--- src/rtl/sample_averager.sv ---
// Two-channel ADC sample averager with offset-binary DAC output and a valid/ready output register; optional rounding via SAMPLE_AVERAGER_ROUND_EN.
// Latency: one cycle from the IN_VALID of a window's last sample to OUT_VALID and the new codes.
// Backpressure: the result is held until OUT_READY; a result completed while held is dropped and raises sticky OVERRUN.
module sample_averager #(
   parameter int LOG2_N = 2
) (
   input  logic        CLK_50M,
   input  logic        RST_N,
   input  logic        ENABLE,
   input  logic        IN_VALID,
   input  logic [27:0] Va_Vb,
   input  logic        OUT_READY,
   output logic        OUT_VALID,
   output logic [11:0] Va_dac,
   output logic [11:0] Vb_dac,
   output logic        OVERRUN
);

   localparam logic [4:0] WIN_LEN = 5'(1 << LOG2_N);
   localparam int         SHIFT   = LOG2_N + 2;

   typedef enum logic {EMPTY, FULL} state_t;

   state_t             state_q, state_d;
   logic signed [17:0] acc_a_q, acc_a_d;
   logic signed [17:0] acc_b_q, acc_b_d;
   logic [4:0]         cnt_q, cnt_d;
   logic [11:0]        va_q, va_d;
   logic [11:0]        vb_q, vb_d;
   logic               ovr_q, ovr_d;

   logic               fire;
   logic               done;
   logic               xfer;
   logic               load;
   logic [4:0]         cnt_inc;
   logic signed [17:0] sum_a, sum_b;

   // Scale a complete window sum down to 12 bits and flip the sign bit for offset binary.
   function automatic logic [11:0] to_code(input logic signed [17:0] s);
`ifdef SAMPLE_AVERAGER_ROUND_EN
      logic signed [18:0] biased;
      logic signed [18:0] r;
      // One extra bit of headroom: a full-scale positive sum plus the half-LSB bias exceeds 18 bits.
      biased = 19'(s) + 19'(1 << (SHIFT - 1));
      r      = biased >>> SHIFT;
      if (r > 19'sd2047) begin
         return 12'hFFF;
      end
      return r[11:0] ^ 12'h800;
`else
      return 12'(s >>> SHIFT) ^ 12'h800;
`endif
   endfunction

   // The current sample is folded in combinationally so the final sample of a window counts in its own cycle.
   assign fire    = ENABLE & IN_VALID;
   assign sum_a   = acc_a_q + {{4{Va_Vb[27]}}, Va_Vb[27:14]};
   assign sum_b   = acc_b_q + {{4{Va_Vb[13]}}, Va_Vb[13:0]};
   assign cnt_inc = cnt_q + 5'd1;
   assign done    = fire && (cnt_inc == WIN_LEN);
   assign xfer    = (state_q == FULL) && OUT_READY;
   assign load    = done && ((state_q == EMPTY) || OUT_READY);

   assign OUT_VALID = (state_q == FULL);
   assign Va_dac    = va_q;
   assign Vb_dac    = vb_q;
   assign OVERRUN   = ovr_q;

   // Next-state logic for the accumulators, output register and EMPTY/FULL handshake state.
   always_comb begin
      acc_a_d = acc_a_q;
      acc_b_d = acc_b_q;
      cnt_d   = cnt_q;
      va_d    = va_q;
      vb_d    = vb_q;
      ovr_d   = ovr_q;
      state_d = state_q;

      if (!ENABLE) begin
         acc_a_d = '0;
         acc_b_d = '0;
         cnt_d   = '0;
      end else if (IN_VALID) begin
         if (done) begin
            acc_a_d = '0;
            acc_b_d = '0;
            cnt_d   = '0;
         end else begin
            acc_a_d = sum_a;
            acc_b_d = sum_b;
            cnt_d   = cnt_inc;
         end
      end

      if (load) begin
         va_d = to_code(sum_a);
         vb_d = to_code(sum_b);
      end

      // Held result not yet taken: the new one is lost and the loss is remembered.
      if (done && (state_q == FULL) && !OUT_READY) begin
         ovr_d = 1'b1;
      end

      case (state_q)
         EMPTY:   if (done) state_d = FULL;
         FULL:    if (xfer && !done) state_d = EMPTY;
         default: state_d = EMPTY;
      endcase
   end

   // State registers with asynchronous reset to an empty window and mid-scale DAC codes.
   always_ff @(posedge CLK_50M or negedge RST_N) begin
      if (!RST_N) begin
         state_q <= EMPTY;
         acc_a_q <= '0;
         acc_b_q <= '0;
         cnt_q   <= '0;
         va_q    <= 12'h800;
         vb_q    <= 12'h800;
         ovr_q   <= 1'b0;
      end else begin
         state_q <= state_d;
         acc_a_q <= acc_a_d;
         acc_b_q <= acc_b_d;
         cnt_q   <= cnt_d;
         va_q    <= va_d;
         vb_q    <= vb_d;
         ovr_q   <= ovr_d;
      end
   end

endmodule
--- config.mk ---
export PLATFORM = sky130hd
export DESIGN_NAME = sample_averager
export DESIGN_NICKNAME = d
export VERILOG_FILES = /design/src/rtl/sample_averager.sv
export SDC_FILE = /design/constraint.sdc
export NUM_CORES = 1
export LEC_CHECK = 0
export CORE_ASPECT_RATIO = 1.25
export CORE_MARGIN = 8
export CORE_UTILIZATION = 35
export DETAILED_ROUTE_END_ITERATION = 8
export PLACE_DENSITY = 0.66
export SLEW_MARGIN = 40
export SYNTH_ARGS = -nofsm -noshare
export SYNTH_HDL_FRONTEND = slang
export SYNTH_SLANG_ARGS = --single-unit
--- constraint.sdc ---
create_clock -name CLK_50M -period 3 [get_ports CLK_50M]
set_clock_uncertainty 0.15 [all_clocks]
set_input_delay 0.75 -clock CLK_50M [delete_from_list [all_inputs] [get_ports CLK_50M]]
set_output_delay 0.75 -clock CLK_50M [all_outputs]
set_load 0.05 [all_outputs]
; ---- After elaboration in Yosys (flattened, before gate mapping)
; Index checks and enable logic that the tools add are counted.
[op_classes]
n_eq_ne = 2
bitwise = 4
n_mux = 12
reduce_logical = 9
addsub = 3
[ops]
columns = cell, n
row1 = $mux 18, 6
row2 = $add 18x18->18, 2
row3 = $mux 5, 3
row4 = $logic_and 1x1->1, 6
row5 = $add 5x1->5 const B, 1
row6 = $eq 5x3->1 const B, 1
row7 = $not 1->1, 3
row8 = $logic_not 1->1, 2
row9 = $mux 1, 2
row10 = $ne 2x1->1 const B, 1
row11 = $pmux 1 s2, 1
row12 = $and 1x1->1, 1
row13 = $logic_or 1x1->1, 1
[word_totals]
out_inout_bits = 26
in_bits = 33
elab_cells = 37
ff_bits = 67

; ---- Depth between registers and ports, before layout
; Gate-level depths: netlist of run 1.
[logic_depth]
word_depth = 7
depth_mapped = 10
mapped_depth_nobuf = 10

; ---- Worst setup path before layout of run 1
; No wires, ideal clock.
[synth_path]
kind = in2reg
start = input Va_Vb[4]
end = register vb_q[11], in the netlist Vb_dac[11]
path_slack_ns = 0.194
setup_time_ns = 0.085
cell_stages = 8
arrival_time_ns = 2.571
required_time_ns = 2.765
path_buffers = 0
cell_sequence = ha_1 > a21oi_2 > nand2_1 > a221o_1 > a311oi_4 > o21ai_1 > xnor2_1 > mux2_1
[synth_via]
elab_chain_len = 2
[synth_rtl]
columns = item, line
row1 = "start, declared", 11  ; input logic [27:0] Va_Vb,
row2 = $add 18x18->18, 59  ; assign sum_b = acc_b_q + {{4{Va_Vb[13]}}, Va_Vb[13:0]};
row3 = $not 1->1 (no line), n/a
row4 = "end signal, assigned", 129  ; vb_q <= vb_d;
row5 = "end, declared", 29  ; logic [11:0] vb_q, vb_d;
; Every way passes these cells.
; A chain may end at the register's enable or synchronous reset.

; ---- Worst setup path after layout of run 1
[layout_path]
start = input Va_Vb[4]
end = register vb_q[7], in the netlist Vb_dac[7]
[layout_via]
elab_chain_len = 1
[layout_rtl]
columns = item, line
row1 = $add 18x18->18, 59
; Every way passes these cells.

==> results of run 1 <==
[cells in the final DEF (no fill, tap or decap), drive strengths merged, types with 3 or more instances in the layout]
cell type	synthesis	final
a211oi	4	4
a21o	11	11
a21oi	25	25
a22o	24	24
and2	4	4
and3	3	3
buf	2	51
clkbuf	10	12
clkdlybuf4s50	0	57
dfrtp	61	61
ha	31	31
inv	10	10
mux2	22	22
nand2	28	28
nand2b	6	6
nand3	4	4
nand4	6	6
nor2	15	15
nor2b	3	3
o21a	4	4
o21ai	29	29
o31ai	3	3
xnor2	16	16
xor2	10	10
[final cells by class]
type,count,share of cell area
Timing Repair Buffer,108,0.187
Multi-Input combinational cell,269,0.410
Tap cell,132,0.0320
Sequential cell,63,0.306
Clock buffer,12,0.0497
Clock inverter,3,0.00824
Inverter,10,0.00727
[sequential cells by signal (all words and copies together), names as in the netlist]
| register | count |
|---|---|
| OVERRUN | 1 |
| OUT_VALID | 1 |
| Va_dac | 12 |
| acc_b_q | 16 |
| Vb_dac | 12 |
| acc_a_q | 16 |
| cnt_q | 5 |
[cells in the mapped netlist, types with 3 or more instances]
master,instances,area share
nand2b_1,6,0.010
a211oi_1,4,0.0081
ha_1,31,0.10
xor2_1,10,0.024
nand2_1,28,0.028
a21o_1,11,0.022
and2_1,4,0.0067
nand3_1,4,0.0054
inv_1,10,0.010
and3_1,3,0.0051
a22o_1,24,0.057
nand4_1,6,0.010
nor2_1,15,0.015
mux2_2,21,0.064
xnor2_1,16,0.038
a21oi_1,24,0.032
o31ai_1,3,0.0061
o21ai_0,27,0.036
nor2b_1,3,0.0051
o21a_1,4,0.0081
clkbuf_1,10,0.010
dfrtp_1,61,0.41
[cells by family (layout without fill, tap and decap cells)]
group,count (synthesis),after routing,synth area share
multiplexers,23,23,0.0694
AND/OR/NAND/NOR,73,73,0.0924
XOR/XNOR,26,26,0.0613
flip-flops,63,63,0.425
buffers and inverters,22,133,0.0229
AO/OA/AOI/OAI,114,114,0.213
adder cells (fa/ha/maj),33,33,0.115
[per-layer routing]
| layer | global-route usage | up-vias | share of wire |
|---|---|---|---|
| met5 | 0 | - | 0 |
| met4 | 0.0449 | 0 | 0.014 |
| met3 | 0.0347 | 12 | 0.044 |
| met2 | 0.229 | 63 | 0.50 |
| met1 | 0.162 | 1505 | 0.44 |
| li1 | - | 1515 | - |
[stage by stage]
| stage | worst slack, ns | setup TNS, ns |
|---|---|---|
| 5_1_grt | -0.00370 | -0.00407 |
| 2_1_floorplan | 0.194 | 0 |
| 4_1_cts | 0.00363 | 0 |
| 6_report | 0.0663 | 0 |
| 3_5_place_dp | -0.401 | -8.22 |
| 3_3_place_gp | -0.348 | -7.55 |
[critical path, cell delays in order]
cell and delay, ns:
clkdlybuf4s50_1 0.51, ha_4 0.23, a21oi_2 0.15, nand2_1 0.06
a221o_1 0.37, a311oi_4 0.38, buf_4 0.18, xnor2_1 0.08
mux2_2 0.27
[worst max path at each step]
stage | to | slack (ns) | cells past startpoint
floorplan | Vb_dac[11] | 0.19 | 8
global placement | Vb_dac[11] | -0.35 | 9
detailed placement | Vb_dac[11] | -0.40 | 9
CTS | Va_dac[8] | 0.004 | 11
global route | Vb_dac[7] | -0.004 | 9
finish | Vb_dac[7] | 0.07 | 9
[power groups by stage]
stage	combinational (W)	clock, W	sequential [W]
after floorplan	0.000592	0	0.00137
after global placement	0.00134	0	0.00110
after detailed placement	0.00136	0	0.00110
after CTS	0.00137	0.00107	0.00109
after global routing	0.00151	0.00110	0.00111
final	0.00139	0.00105	0.00109
[what timing repair did]
item                                    CTS  global route
endpoints found under the setup margin    2            25
buffers inserted                          0             2
pin swaps                                 1             8
resized for setup                         0            20
==> metrics.md, run 1 <==
| Metric | Value |
|---|---|
| Total GRT Usage | `0.136` |
| NetSw | `0.00123 W` |
| Via count | `3095` |
| Inst Count DP | `580` |
| Root buffer cell | `clkbuf_16` |
| Worst Tran Pin Value | `0.510 ns` |
| WP data required | `3.05 ns` |
| Area post-placement | `0.00478 mm2` |
| Final hold vios | `0` |
| CTS Hold Buffers Added | `0` |
| Die width | `108 um` |
| Final net count | `527` |
| FF+latch area | `0.00158 mm2` |
| Syn Nets | `420` |
| FP Rows | `42` |
| IO Count | `59` |
| Via density | `5.18` |
| Finished Cell Area | `0.00516 mm2` |
| FILL cells | `954` |
| CP arrival | `2.99 ns` |
| Final cell count without fillers | `597` |
| Multi-input gate area | `0.00212 mm2` |
| Layout cells sized above 1 | `0.226` |
| Worst skew pair latency | `0.32 ns` |
| Flops & latches, synth | `63` |
| Final ANT Viol Nets | `0` |
| Setup CP Type | `input pin to flop` |
| Seq/Total Area, Yosys | `0.425` |
| RePlAce Congestion | `0.826` |
| R2R Setup Slk | `0.59 ns` |
| ANT cells | `0` |
| Tmin final | `2.93 ns` |
| Clock sinks | `63` |
| Switching share of total power | `0.349` |
| First-pass GRT wire length | `15800 um` |
| Drt pass-1 iters | `4` |
| H-tree Lvls | `3` |
| Crit path from | `Va_Vb[4]` |
| IO Port Bufs | `58` |
| WL final | `9310 um` |
| Sequential Power Share | `0.309` |
| Core Util, Final | `0.494` |
| Reg2Reg Depth | `8` |
| Largest net degree at the start of global routing | `64` |
| Die footprint | `0.0142 mm2` |
| Core Box Area | `0.0105 mm2` |
| Final period util | `0.978` |
| Internal power | `0.00230 W` |
| Maximum VDD drop | `398 uV` |
| Vias in the first global route | `3318` |
| Worst hold path class | `input pin to async pin` |
| Predominant post-synthesis flop cell | `dfrtp_1` |
| Clk buf depth | `2` |
| Final Max Slew Viols | `0` |
| Share of total power in the clock network | `0.296` |
| Final hold slack | `0.284 ns` |
| Critical path endpoint category | `flop` |
| Cells after synthesis | `354` |
| Cell area after synthesis | `0.00371 mm2` |
| R2r startpoint | `acc_b_q[3]` |
| Die height | `131 um` |
| FMAX | `341 MHz` |
| DRC | `0` |
| Status | `completed` |
| Ys Warns | `0` |
| Rel. slew slack | `0.652` |
| Number of synthesized flops with an enable pin | `0` |
| Initial antenna violation count | `0` |
| Max_cap viols | `0` |
| Post-Syn Area per Cell | `10.5 um2` |
| Final setup viols | `0` |
| Post-synthesis cell type count | `45` |
| Initial Util | `0.355` |
| Power Density | `684 mW/mm2` |
| Max FO, Critical Path | `5` |
| Post-DP HPWL | `6820 um` |
| Combinational share of power | `0.395` |
| Avg WL per Cell | `15.6 um` |
| Area delta synth->final | `39.0%` |
| Overall power | `0.00353 W` |
| DRT iter0 DRCs | `126` |
| CTS tree | `yes` |
| TritonCTS buffer count | `9` |
| Setup crit start kind | `input pin` |
| Gr ovfl total | `0` |
| Async SR Flop Fraction | `1.00` |
| Leak | `2.46 nW` |
| Clk pin slew, worst setup/hold paths | `0.06 ns` |
| R2r endpoint | `Vb_dac[7]` |
Note: power is estimated with default switching activity, not from simulation.
==> inputs of run 2 (changes only) <==
--- a/config.mk
+++ b/config.mk
@@ -5,11 +5,12 @@
 export SDC_FILE = /design/constraint.sdc
 export NUM_CORES = 1
 export LEC_CHECK = 0
-export CORE_ASPECT_RATIO = 1.25
+export ABC_AREA = 1
+export CORE_ASPECT_RATIO = 2
 export CORE_MARGIN = 8
 export CORE_UTILIZATION = 35
 export DETAILED_ROUTE_END_ITERATION = 8
-export PLACE_DENSITY = 0.66
+export PLACE_DENSITY = 0.65
 export SLEW_MARGIN = 40
 export SYNTH_ARGS = -nofsm -noshare
 export SYNTH_HDL_FRONTEND = slang
==> metrics.md, run 2 <==
| Metric | Value |
|---|---|
| Status | `completed` |
| Die height | `173 um (+32%)` |
| WL final | `12100 um (+30%)` |
| Clk buf depth | `2 (unchanged)` |
| Power Density | `607 mW/mm2 (-11%)` |
| Via count | `4053 (+31%)` |
| Most common cell after layout, fill and taps aside | `nand2_1` |
| Ys Warns | `0 (unchanged)` |
| Maximum VDD drop | `385 uV (-3.2%)` |
| Cell area after synthesis | `0.00429 mm2 (+16%)` |
| CTS tree | `yes` |
| Crit path largest cell delay | `0.82 ns (+0.31 ns)` |
| WP data required | `2.10 ns (-0.95 ns)` |
| R2r startpoint | `acc_a_q[2]` |
| DRC | `0 (unchanged)` |
| Unrepaired setup endpoints after global routing | `false` |
| Worst hold path class | `input pin to async pin` |
| Final worst slack | `0.424 ns (+0.358 ns)` |
| Clk pin slew, worst setup/hold paths | `0.05 ns (about the same)` |
| Predominant post-synthesis flop cell | `dfrtp_1` |
| WP buf/inv | `1 (-1)` |
| Final net count | `756 (+43%)` |
| Worst skew pair latency | `0.33 ns (about the same)` |
| Via density | `4.81 (-7.2%)` |
| Most frequent cells in the layout | `nand2_1 (270), inv_1 (88), nand3_1 (62), dfrtp_1 (61), clkdlybuf4s50_1 (57)` |
| Rel. slew slack | `0.560 (-0.0920)` |
| Setup TNS | `0 ns (unchanged)` |
| Worst Tran Pin Value | `0.661 ns (+0.151 ns)` |
| Final hold slack | `0.298 ns (+0.0137 ns)` |
| Post-synthesis cell type count | `25 (-44%)` |
| Slowest CP cell | `clkdlybuf4s50_1` |
| DRT iter0 DRCs | `146 (+16%)` |
| Post-CTS Setup Bufs | `0 (unchanged)` |
| Core Box Area | `0.0121 mm2 (+15%)` |
| Initial Util | `0.356 (+0.000975)` |
| FMAX | `388 MHz (+14%)` |
| TritonCTS buffer count | `9 (unchanged)` |
| Die footprint | `0.0163 mm2 (+15%)` |
| Async SR Flop Fraction | `1.00 (unchanged)` |
| Flops & latches, synth | `63 (unchanged)` |
| IO Port Bufs | `58 (unchanged)` |
| Top-count cell post-synth | `nand2_1` |
| R2R Setup Slk | `0.98 ns (+0.39 ns)` |
| Root buffer cell | `clkbuf_16` |
| Number of synthesized flops with an enable pin | `0 (unchanged)` |
| Crit-path cells | `clkdlybuf4s50_1` |
| Biggest regs | `acc_a_q: 16 flops, acc_b_q: 16 flops` |
| Final setup viols | `0 (unchanged)` |
| Synth top area share | `0.356 (-0.0554)` |
| First-pass GRT wire length | `19900 um (+26%)` |
| RePlAce Congestion | `0.894 (+8.3%)` |
| ANT cells | `0 (unchanged)` |
| Final cell count without fillers | `842 (+41%)` |
| Setup CP Type | `flop to primary output` |
| Final hold vios | `0 (unchanged)` |
| Cells after synthesis | `623 (+76%)` |
| Seq/Total Area, Yosys | `0.368 (-0.0573)` |
| Syn Nets | `689 (+64%)` |
| Drt pass-1 iters | `4 (unchanged)` |
| Post-Syn Area per Cell | `6.89 um2 (-34%)` |
| Final period util | `0.859 (-0.119)` |
| Avg WL per Cell | `14.4 um (-7.5%)` |
| Die width | `94.3 um (-13%)` |
| Clock sinks | `63 (unchanged)` |
| Inst Count DP | `826 (+42%)` |
| Final Max Slew Viols | `0 (unchanged)` |
| FP Rows | `57 (+36%)` |
| Synth area leader | `dfrtp_1` |
| Reg2Reg Depth | `7 (-1)` |
| Setup Slack @ Placement | `0.157 ns (+0.558 ns)` |
| Vias in the first global route | `4243 (+28%)` |
| CP arrival | `1.68 ns (-1.31 ns)` |
| Leak | `2.97 nW (+21%)` |
| Resized cells post-CTS | `0 (unchanged)` |
| Largest net degree at the start of global routing | `39 (-39%)` |
| Tmin final | `2.58 ns (-0.358 ns)` |
| Area delta synth->final | `23.9%` |
| Layout cells sized above 1 | `0.0489 (-0.177)` |
| IO Count | `59 (unchanged)` |
| Max FO, Critical Path | `2 (-3)` |
| CTS Hold Buffers Added | `0 (unchanged)` |
| H-tree Lvls | `3 (unchanged)` |
| Final ANT Viol Nets | `0 (unchanged)` |
| Commonest cells in the netlist | `nand2_1 (270), inv_1 (88), nand3_1 (62), dfrtp_1 (61), ha_1 (31)` |
| Setup crit start kind | `flop` |
| Initial antenna violation count | `0 (unchanged)` |
| Post-DP HPWL | `9290 um (+36%)` |
| R2r endpoint | `acc_a_q[7]` |
| Gr ovfl total | `0 (unchanged)` |
| Total GRT Usage | `0.156 (+0.0202)` |
| Synth top area cells | `dfrtp_1 (36%), nand2_1 (24%), ha_1 (9.0%)` |
| Max_cap viols | `0 (unchanged)` |
| CP top delay family | `buffers and inverters` |
| Critical path endpoint category | `primary output` |
==> run 2: changes by cell type in the layout (fill, tap and decap cells not counted), moves of 7 or more <==
cell	previous run	this run
nand2_1	28	270
inv_1	10	88
nand3_1	4	62
buf_4	49	7
a22o_1	24	0
mux2_2	21	0
xnor2_1	16	3
a21o_1	11	0
a21oi_1	22	15
==> run 2: kinds of logic (layout without fill, tap and decap cells) <==
| group | Yosys count | after routing | synth area share |
|---|---|---|---|
| DFF | 63 | 63 | 0.368 |
| adders and majority gates | 33 | 33 | 0.0997 |
| AOI/OAI and AO/OA | 34 | 34 | 0.0411 |
| and+or+nand+nor | 380 | 380 | 0.367 |
| buffers and inverters | 101 | 173 | 0.100 |
| xor gates and xnor gates | 12 | 12 | 0.0245 |
==> run 2: routing by layer <==
layer  up-vias  global-route usage  wire length, um
met4         0              0.0893              476
met1      1861               0.151             4370
li1       2080                   -                -
met2        83               0.294             6850
met3        29              0.0243              455
met5         -                   0                0
==> run 2: worst max-delay path by stage <==
stage                          start          to  slack, ns  depth (start not counted)
final                     Va_dac[11]  Va_dac[11]       0.42                          1
after global routing        Va_Vb[0]   Vb_dac[8]       0.31                         12
after CTS                 Va_dac[11]  Va_dac[11]       0.41                          1
after detailed placement   Va_Vb[14]   Va_dac[4]       0.16                         11
after global placement     Va_Vb[14]   Va_dac[4]       0.15                         11
after floorplan            Va_Vb[14]   Va_dac[4]       0.70                         10
==> run 2: area by class of cell <==
class                      instances  area, um2
clock buffer                      15        258
clock inverter                     1       5.00
fill                            1255       6740
inverter                          90        338
multi-input combinational        459       2280
sequential                        63       1580
tap                              147        184
timing repair buffer              67        668
==> run 2: metrics by stage <==
stage               area, um2  utilization  power [W]
floorplan                4290            -    0.00188
global placement         5050        0.419    0.00227
detailed placement       5050        0.419    0.00229
CTS                      5320        0.441    0.00325
global route             5320        0.441    0.00342
finish                   5320        0.441    0.00323
==> run 2: power breakdown <==
part           internal, W  switching, W  total (W)
clock             0.000582      0.000373   0.000955
sequential        0.000983     0.0000884    0.00107
combinational     0.000418      0.000780    0.00120
total              0.00198       0.00124    0.00323
